`src/rtl/wb_timer_slave_pkg.sv`:
```
// Shared constants for the Wishbone timer slave: register map, CTRL bit
// positions and a small address helper.
package wb_timer_slave_pkg;

    localparam logic [2:0] ADR_CTRL   = 3'd0;
    localparam logic [2:0] ADR_STATUS = 3'd1;
    localparam logic [2:0] ADR_RLDLO  = 3'd2;
    localparam logic [2:0] ADR_RLDHI  = 3'd3;
    localparam logic [2:0] ADR_CNTLO  = 3'd4;
    localparam logic [2:0] ADR_CNTHI  = 3'd5;

    localparam int CTRL_EN    = 0;
    localparam int CTRL_AUTO  = 1;
    localparam int CTRL_IRQEN = 2;
    localparam int PSEL_LSB   = 3;
    localparam int STATUS_EXP = 0;

    function automatic logic adr_unmapped(input logic [2:0] adr);
        return adr >= 3'd6;
    endfunction

endpackage

```
`src/rtl/wb_timer_slave_timer_core.sv`:
```
// Prescaler plus 16-bit down-counter; flags expiry and the one-shot EN clear
// combinationally so the register file can update on the same edge.
module wb_timer_slave_timer_core #(
    parameter int PRESC_W = 3
) (
    input  logic               clk,
    input  logic               reset,
    input  logic               en_i,
    input  logic               auto_i,
    input  logic [PRESC_W-1:0] psel_i,
    input  logic               load_i,
    input  logic [15:0]        reload_i,
    output logic [15:0]        count_o,
    output logic               expire_o,
    output logic               auto_clear_en_o
);

    localparam int PRE_W = (1 << PRESC_W) - 1;
    localparam logic [PRE_W-1:0] PRE_ONE = PRE_W'(1);

    logic [PRE_W-1:0] presc_q, presc_d, presc_lim;
    logic [15:0]      count_q, count_d;
    logic             tick;

    // Terminal prescaler value is 2^psel - 1; psel = 0 ticks every cycle.
    assign presc_lim       = (PRE_ONE << psel_i) - PRE_ONE;
    assign tick            = en_i && (presc_q == presc_lim);
    assign expire_o        = tick && (count_q == 16'd1);
    assign auto_clear_en_o = expire_o && !auto_i;
    assign count_o         = count_q;

    always_comb begin
        presc_d = presc_q;
        count_d = count_q;
        if (load_i) begin
            presc_d = '0;
            count_d = reload_i;
        end else if (en_i) begin
            presc_d = tick ? '0 : presc_q + PRE_ONE;
            if (tick) begin
                if (count_q == 16'd1) begin
                    count_d = auto_i ? reload_i : 16'd0;
                end else begin
                    count_d = count_q - 16'd1;
                end
            end
        end
    end

    always_ff @(posedge clk or negedge reset) begin
        if (!reset) begin
            presc_q <= '0;
            count_q <= '0;
        end else begin
            presc_q <= presc_d;
            count_q <= count_d;
        end
    end

endmodule

```
`src/rtl/wb_timer_slave.sv`:
```
// Wishbone classic timer slave: bus decode, register file and interrupt;
// the counting itself lives in wb_timer_slave_timer_core.
module wb_timer_slave
    import wb_timer_slave_pkg::*;
#(
    parameter int          ADDR_W     = 12,
    parameter logic [15:0] RELOAD_RST = 16'hFFFF,
    parameter int          PRESC_W    = 3
) (
    input  logic              clk,
    input  logic              reset,
    input  logic [ADDR_W-1:0] adr_i,
    input  logic              we_i,
    input  logic              stb_i,
    input  logic              cyc_i,
    input  logic [7:0]        dat_i,
    output logic [7:0]        dat_o,
    output logic              ack_o,
    output logic              err_o,
    output logic              rty_o,
    output logic              irq_o
);

    localparam int CTRL_W = PSEL_LSB + PRESC_W;

    logic [CTRL_W-1:0] ctrl_q, ctrl_d;
    logic              exp_q, exp_d;
    logic [15:0]       reload_q, reload_d;
    logic [7:0]        snap_q, snap_d;
    logic [7:0]        dat_q, dat_d;
    logic              ack_q, err_q, irq_q;

    logic [2:0]  adr;
    logic        req, bad, wr, rd, ctrl_wr;
    logic        core_en, core_load, expire, auto_clear_en;
    logic [15:0] count;
    logic [7:0]  rd_data;
    logic        adr_hi_unused;

    assign adr           = adr_i[2:0];
    assign adr_hi_unused = ^adr_i[ADDR_W-1:3];

    // Handshake: a request is stb_i & cyc_i sampled on a rising edge while no
    // termination is showing; exactly one of ack_o/err_o answers it for one
    // cycle on the next edge, so a held strobe completes every second cycle.
    assign req = stb_i && cyc_i && !ack_q && !err_q;
    assign bad = adr_unmapped(adr)
              || (we_i && (adr == ADR_CNTLO || adr == ADR_CNTHI))
              || (we_i && adr == ADR_CTRL && dat_i[CTRL_EN] && reload_q == 16'd0);
    assign wr      = req && we_i && !bad;
    assign rd      = req && !we_i && !bad;
    assign ctrl_wr = wr && (adr == ADR_CTRL);

    // A CTRL write clearing EN overrides a coincident tick.
    assign core_load = ctrl_wr && dat_i[CTRL_EN] && !ctrl_q[CTRL_EN];
    assign core_en   = ctrl_q[CTRL_EN] && !(ctrl_wr && !dat_i[CTRL_EN]);

    wb_timer_slave_timer_core #(
        .PRESC_W (PRESC_W)
    ) u_timer_core (
        .clk             (clk),
        .reset           (reset),
        .en_i            (core_en),
        .auto_i          (ctrl_q[CTRL_AUTO]),
        .psel_i          (ctrl_q[PSEL_LSB +: PRESC_W]),
        .load_i          (core_load),
        .reload_i        (reload_q),
        .count_o         (count),
        .expire_o        (expire),
        .auto_clear_en_o (auto_clear_en)
    );

    always_comb begin
        rd_data = 8'h00;
        case (adr)
            ADR_CTRL:   rd_data = 8'(ctrl_q);
            ADR_STATUS: rd_data = {7'd0, exp_q};
            ADR_RLDLO:  rd_data = reload_q[7:0];
            ADR_RLDHI:  rd_data = reload_q[15:8];
            ADR_CNTLO:  rd_data = count[7:0];
            ADR_CNTHI:  rd_data = snap_q;
            default:    rd_data = 8'h00;
        endcase
    end

    always_comb begin
        ctrl_d   = ctrl_q;
        exp_d    = exp_q;
        reload_d = reload_q;
        snap_d   = snap_q;
        dat_d    = rd ? rd_data : 8'h00;
        if (auto_clear_en) begin
            ctrl_d[CTRL_EN] = 1'b0;
        end
        if (ctrl_wr) begin
            ctrl_d = dat_i[CTRL_W-1:0];
        end
        if (wr && adr == ADR_RLDLO) reload_d[7:0]  = dat_i;
        if (wr && adr == ADR_RLDHI) reload_d[15:8] = dat_i;
        if (rd && adr == ADR_CNTLO) snap_d = count[15:8];
        // Expiry beats a coincident write-1-to-clear.
        if (wr && adr == ADR_STATUS && dat_i[STATUS_EXP]) exp_d = 1'b0;
        if (expire) exp_d = 1'b1;
    end

    always_ff @(posedge clk or negedge reset) begin
        if (!reset) begin
            ctrl_q   <= '0;
            exp_q    <= 1'b0;
            reload_q <= RELOAD_RST;
            snap_q   <= 8'h00;
            dat_q    <= 8'h00;
            ack_q    <= 1'b0;
            err_q    <= 1'b0;
            irq_q    <= 1'b0;
        end else begin
            ctrl_q   <= ctrl_d;
            exp_q    <= exp_d;
            reload_q <= reload_d;
            snap_q   <= snap_d;
            dat_q    <= dat_d;
            ack_q    <= req && !bad;
            err_q    <= req && bad;
            irq_q    <= exp_q && ctrl_q[CTRL_IRQEN];
        end
    end

    assign dat_o = dat_q;
    assign ack_o = ack_q;
    assign err_o = err_q;
    assign rty_o = 1'b0;
    assign irq_o = irq_q;

endmodule

```
`config.mk`:
```
export PLATFORM = sky130hd
export DESIGN_NAME = wb_timer_slave
export DESIGN_NICKNAME = d
export VERILOG_FILES = /design/src/rtl/wb_timer_slave_pkg.sv /design/src/rtl/wb_timer_slave_timer_core.sv /design/src/rtl/wb_timer_slave.sv
export SDC_FILE = /design/constraint.sdc
export NUM_CORES = 1
export LEC_CHECK = 0
export CAP_MARGIN = 20
export CORE_UTILIZATION = 50
export CTS_CLUSTER_SIZE = 12
export DETAILED_ROUTE_END_ITERATION = 16
export PLACE_DENSITY = 0.76
export SYNTH_ARGS = -nofsm -noshare
export SYNTH_HDL_FRONTEND = slang
export SYNTH_SLANG_ARGS = --single-unit
```
`constraint.sdc`:
```
create_clock -name clk -period 3.5 [get_ports clk]
set_input_delay 1.05 -clock clk [delete_from_list [all_inputs] [get_ports clk]]
set_output_delay 1.05 -clock clk [all_outputs]
set_load 0.01 [all_outputs]
```
-- After elaboration in Yosys (flattened, before gate mapping)
Index checks and enable logic that the tools add are counted.
- flip-flop bits (word level): 65
- latch bits: 0
- memory bits (writable): 0
- memory bits (read-only): 0
- input port bits: 25
- output and inout port bits: 12
- logic and storage cells: 83
- memories: 0
- $add $sub $neg: 3
- multipliers: 0
- div/mod/pow operators: 0
- $lt $le $gt $ge: 1
- equality and inequality tests: 7
- shift-type cells: 1
- muxes and demuxes: 14
- bitwise logic cells: 0
- reductions and logical operators: 45
- operators with widths (cell ; number):
    two-way mux 16 bit ; 5
    case mux 8 bit (6 select lines) ; 1
    logical AND 1 bit ; 27
    two-way mux 7 bit ; 3
    == test 16 x 1 -> 1 bit, second input constant ; 1
    logical NOT 16 bit ; 1
    subtractor 16 x 1 -> 16 bit, second input constant ; 1
    logical NOT 1 bit ; 8
    two-way mux 8 bit ; 1
    nonzero test 2 bit ; 4
    adder 7 x 1 -> 7 bit, second input constant ; 1
    == test 7 bit ; 1
    left shift 1 x 3 -> 7 bit, first input constant ; 1
    subtractor 7 x 1 -> 7 bit, second input constant ; 1
    == test 3 x 2 -> 1 bit, second input constant ; 2
    == test 3 bit, second input constant ; 2
    two-way mux 1 bit ; 4
    == test 3 x 1 -> 1 bit, second input constant ; 1
    >= comparator 3 bit, second input constant ; 1
    logical NOT 3 bit ; 1
    logical OR 1 bit ; 3
    AND reduction 2 bit ; 1

-- Longest topological paths before layout
- word-level depth: 16
- gate-level depth with buffers: 13
- gate-level depth less buffers: 9

-- By module
Synthesis repeated with hierarchy kept, for this count alone.
- cells, all modules: 350
- area total of the unflattened synthesis: 3652.3 um2
- by module, submodules not included (module ; times used ; cells each ; area an instance (um2) ; seq. area each (um2)):
    wb_timer_slave ; 1 ; 152 ; 2000.7 ; 1071.0
    wb_timer_slave_timer_core ; 1 ; 198 ; 1651.6 ; 575.6

-- Least setup slack after synthesis
OpenSTA, ideal clock, no wires.
- path kind: input port to flip-flop
- start: in adr_i[1]
- end: reg u_timer_core.count_q[11] (netlist: u_timer_core.count_o[11])
- library setup time: 0.122 ns
- data arrival time: 2.747 ns
- required time: 3.378 ns
- slack: 0.631 ns
- stages: 9
- path buffers: 3
- path through: buf_6 > or4b_4 > nor3_2 > a311o_2 > a211oi_2 > or2_1 > buf_4 > buf_6 > a32o_1
- cells in the longest elaborated chain, start to end: 14
- elaborated cells between the ends (all ways): 24
- RTL lines (what ; RTL line ; source):
    start: declaration ; wb_timer_slave.sv:12 ; input logic [ADDR_W-1:0] adr_i,
    branches (longest 7 deep; another with >= comparator 3 bit) ; - ;
    logical AND 1 bit * ; wb_timer_slave.sv:52 ; assign ctrl_wr = wr && (adr == ADR_CTRL);
    logical AND 1 bit ; wb_timer_slave.sv:56 ; assign core_en = ctrl_q[CTRL_EN] && !(ctrl_wr && !dat_i[CTRL_EN]);
    logical NOT 1 bit ; wb_timer_slave.sv:56 ;
    logical AND 1 bit ; wb_timer_slave.sv:56 ;
    logical AND 1 bit ; wb_timer_slave_timer_core.sv:27 ; assign tick = en_i && (presc_q == presc_lim);
    nonzero test 2 bit (no source line) ; - ;
    AND reduction 2 bit (no source line) ; - ;
    end signal: assignment ; wb_timer_slave_timer_core.sv:56 ; count_q <= count_d;
    end: declaration ; wb_timer_slave_timer_core.sv:22 ; logic [15:0] count_q, count_d;
Mark *: on every way between the ends.
A chain may end at the register's enable or synchronous reset.

-- Final worst setup path
- start: in adr_i[1]
- end: reg u_timer_core.count_q[7] (netlist: u_timer_core.count_o[7])
The elaborated chain is that of the path after synthesis.

==> results_dict.tcl <==
set metrics [dict create \
    drtIter0Drc 314 \
    io_pins 37 \
    die_h_um 88.9 \
    synth_area_leader_cell "dfrtp_1" \
    worstSetupStartpoint "adr_i[1]" \
    placed_area_sq_um 4140 \
    critPathRequiredTime_ps 3740 \
    synth_compound_area_share_pct 18.7 \
    rr_startpoint "ctrl_q[4]" \
    crit_type "primary input to register" \
    dp_hpwl_mm 6.68 \
    drv_slew 0 \
    grt_max_degree 66 \
    relSlewSlack_pct 52.4 \
    setup_viol 0 \
    synth_top_area_share_pct 32.5 \
    initial_core_util_pct 51.7 \
    synthTopCellsByArea "dfrtp_1 (33%), dfstp_2 (11%), mux2_2 (8.4%)" \
    outcome "finished, final reports clean" \
    fin_nets 441 \
    ant_nets 0 \
    clk_latency_ps 350 \
    hold_viol 0 \
    synth_area_sq_um 3770 \
    root_buffer "clkbuf_8" \
    synth_seq_area_share_pct 43.6 \
    synth.most_common_cell "dfrtp_1" \
    areaGrowthSynthToFinish_pct 17.0 \
    cts_resized 0 \
    finalPower_mw 2.68 \
    worst_setup_path_start_kind "primary input" \
    ys.flop_type "dfrtp_1" \
    grt_antenna_before_repair 0 \
    fp.dieW_um 88.9 \
    antenna_cells 0 \
    synth_edf_count 0 \
    path_clk_slew_ps 70 \
    die_area_sq_um 7900 \
    synth_simple_gate_area_share_pct 18.9 \
    powerDensity_nw_per_um2 608 \
    synth_top_family_by_area "simple AND/OR/NAND/NOR gates" \
    max_freq_ghz 0.325 \
    yosysUniqueCellTypes 61 \
    cts_buffers 9 \
    syn_nets 412 \
    synthMuxAreaShare_pct 10.2 \
    rows 31 \
    clockBufferDepth 2 \
    p_leak_nw 1.88 \
    portBuffers 26 \
    grt_pass1_vias 2990 \
    totalWireLength_mm 9.73 \
    ys_seq_elements 65 \
    critPathCaptureType "register" \
    grt_pass1_wl_mm 15.6 \
    core_area_sq_um 7290 \
    hp-class "register to register" \
    avgViaCountPerCell 6.25 \
    overflow 0 \
    fin_area_sq_um 4420 \
    globalplace.congestion 0.927 \
    wl_per_cell_um 18.9 \
    yosys.area_share.xor_xnor_pct 2.09 \
    synthAdderAreaFrac_pct 1.33 \
    tightest_slew_ps 713 \
    min-delay-start "exp_q" \
    vdd_drop_max_mv 0.246 \
    holdWs_ps 518 \
    drtPass1Iterations 6 \
    rsz0062_at_grt "no" \
    hold_buffers 0 \
    dr_total_vias 3224 \
    drc 0 \
    fillers 604 \
    period_share_pct 88.0 \
    maxCapViolations 0 \
    final_layout_size_suffix_gt1_share_pct 20.4 \
    cts_tree "done" \
    fin_worst_skew_ps 10.0 \
    worst-path-max-fanout 13 \
    htree_levels 3 \
    setup_tns_ps 0 \
    syn_avg_cell_area_sq_um 9.85 \
    grt_usage_pct 26.9 \
    timing.final.crit_period_ps 3080 \
    syn_inst 383 \
    netlist_top_cells_count "dfrtp_1 (49), nand2_1 (47), mux2_2 (28), nor2_1 (22), o21ai_0 (22)" \
    yosys_warnings 0 \
    cts_sinks 65 \
    async_flop_share_pct 100 \
    postCtsSetupBuffers 0 \
    worst_ep_arrival_time_ps 3320 \
]
stage by stage:
stage	utilization (%)	instances	setup WS [ps]
detailed placement	56.8	500	92.5
global route	60.6	516	321
CTS	60.6	516	436
floorplan	-	383	631
global placement	56.8	500	139
finish	60.6	516	420
cell usage in the layout, fill, tap and decap left out, types with 7 or more instances in the layout:
cell type / count
dfstp_2: 16
dfrtp_1: 49
o21ai_0: 22
mux2_2: 28
mux2i_1: 7
buf_4: 15
nand2_1: 47
a221oi_1: 10
a32o_1: 10
a22o_1: 10
inv_1: 10
and2_1: 7
nor3_1: 21
nor2_1: 22
clkbuf_8: 11
clkdlybuf4s50_1: 25
final timing paths:
kind,to,slack (ps),depth (start not counted)
min,irq_o,520,1
max,u_timer_core.count_o[7],420,7
min in group asynchronous,u_timer_core.presc_q[6],700,2
max reg2reg,u_timer_core.count_o[7],680,10
max in group asynchronous,reload_q[10],2460,2
min reg2reg,irq_o,520,1
power by group:
part	switching (mW)	internal, mW
Clock	0.296	0.583
Combinational	0.322	0.316
Sequential	0.252	0.914
Total	0.870	1.81
cell families after synthesis:
family,after synthesis
simple gates,140
xor+xnor,9
compound gates,93
other cells,1
fa+ha+maj,4
mux,35
buf+inv,36
flops,65
sequential cells by signal, indices dropped and copies added, names as in the netlist:
register	cells
snap_q	8
u_timer_core.count_o	16
exp_q	1
reload_q	16
ack_o	1
ctrl_q	6
u_timer_core.presc_q	7
err_o	1
dat_o	8
irq_o	1
worst max-delay path, cell delays in order:
cell and delay (ps):
clkdlybuf4s50_1 430, or4b_4 600, nor2_4 150, o2111a_1 250
or2_1 360, o21ai_0 180, a32o_1 290
cell type report:
type / count / area (sq um) / area share, %
Multi-Input combinational cell: 282 / 1940 / 43.8
Sequential cell: 65 / 1650 / 37.3
Timing Repair Buffer: 42 / 388 / 8.78
Clock buffer: 11 / 151 / 3.43
Clock inverter: 5 / 125 / 2.83
Tap cell: 99 / 124 / 2.81
Inverter: 12 / 45.0 / 1.02
metal layers:
| metal | share of wire [%] | routed length [um] | track usage [%] | vias up |
|---|---|---|---|---|
| met5 | 0 | 0 | 0 | - |
| met4 | 3.0 | 291 | 12.0 | 0 |
| met3 | 7.9 | 765 | 6.34 | 28 |
| met2 | 44 | 4320 | 40.0 | 179 |
| met1 | 45 | 4350 | 37.2 | 1541 |
| li1 | - | - | - | 1476 |
No activity file was read; power rests on OpenSTA's default activity.
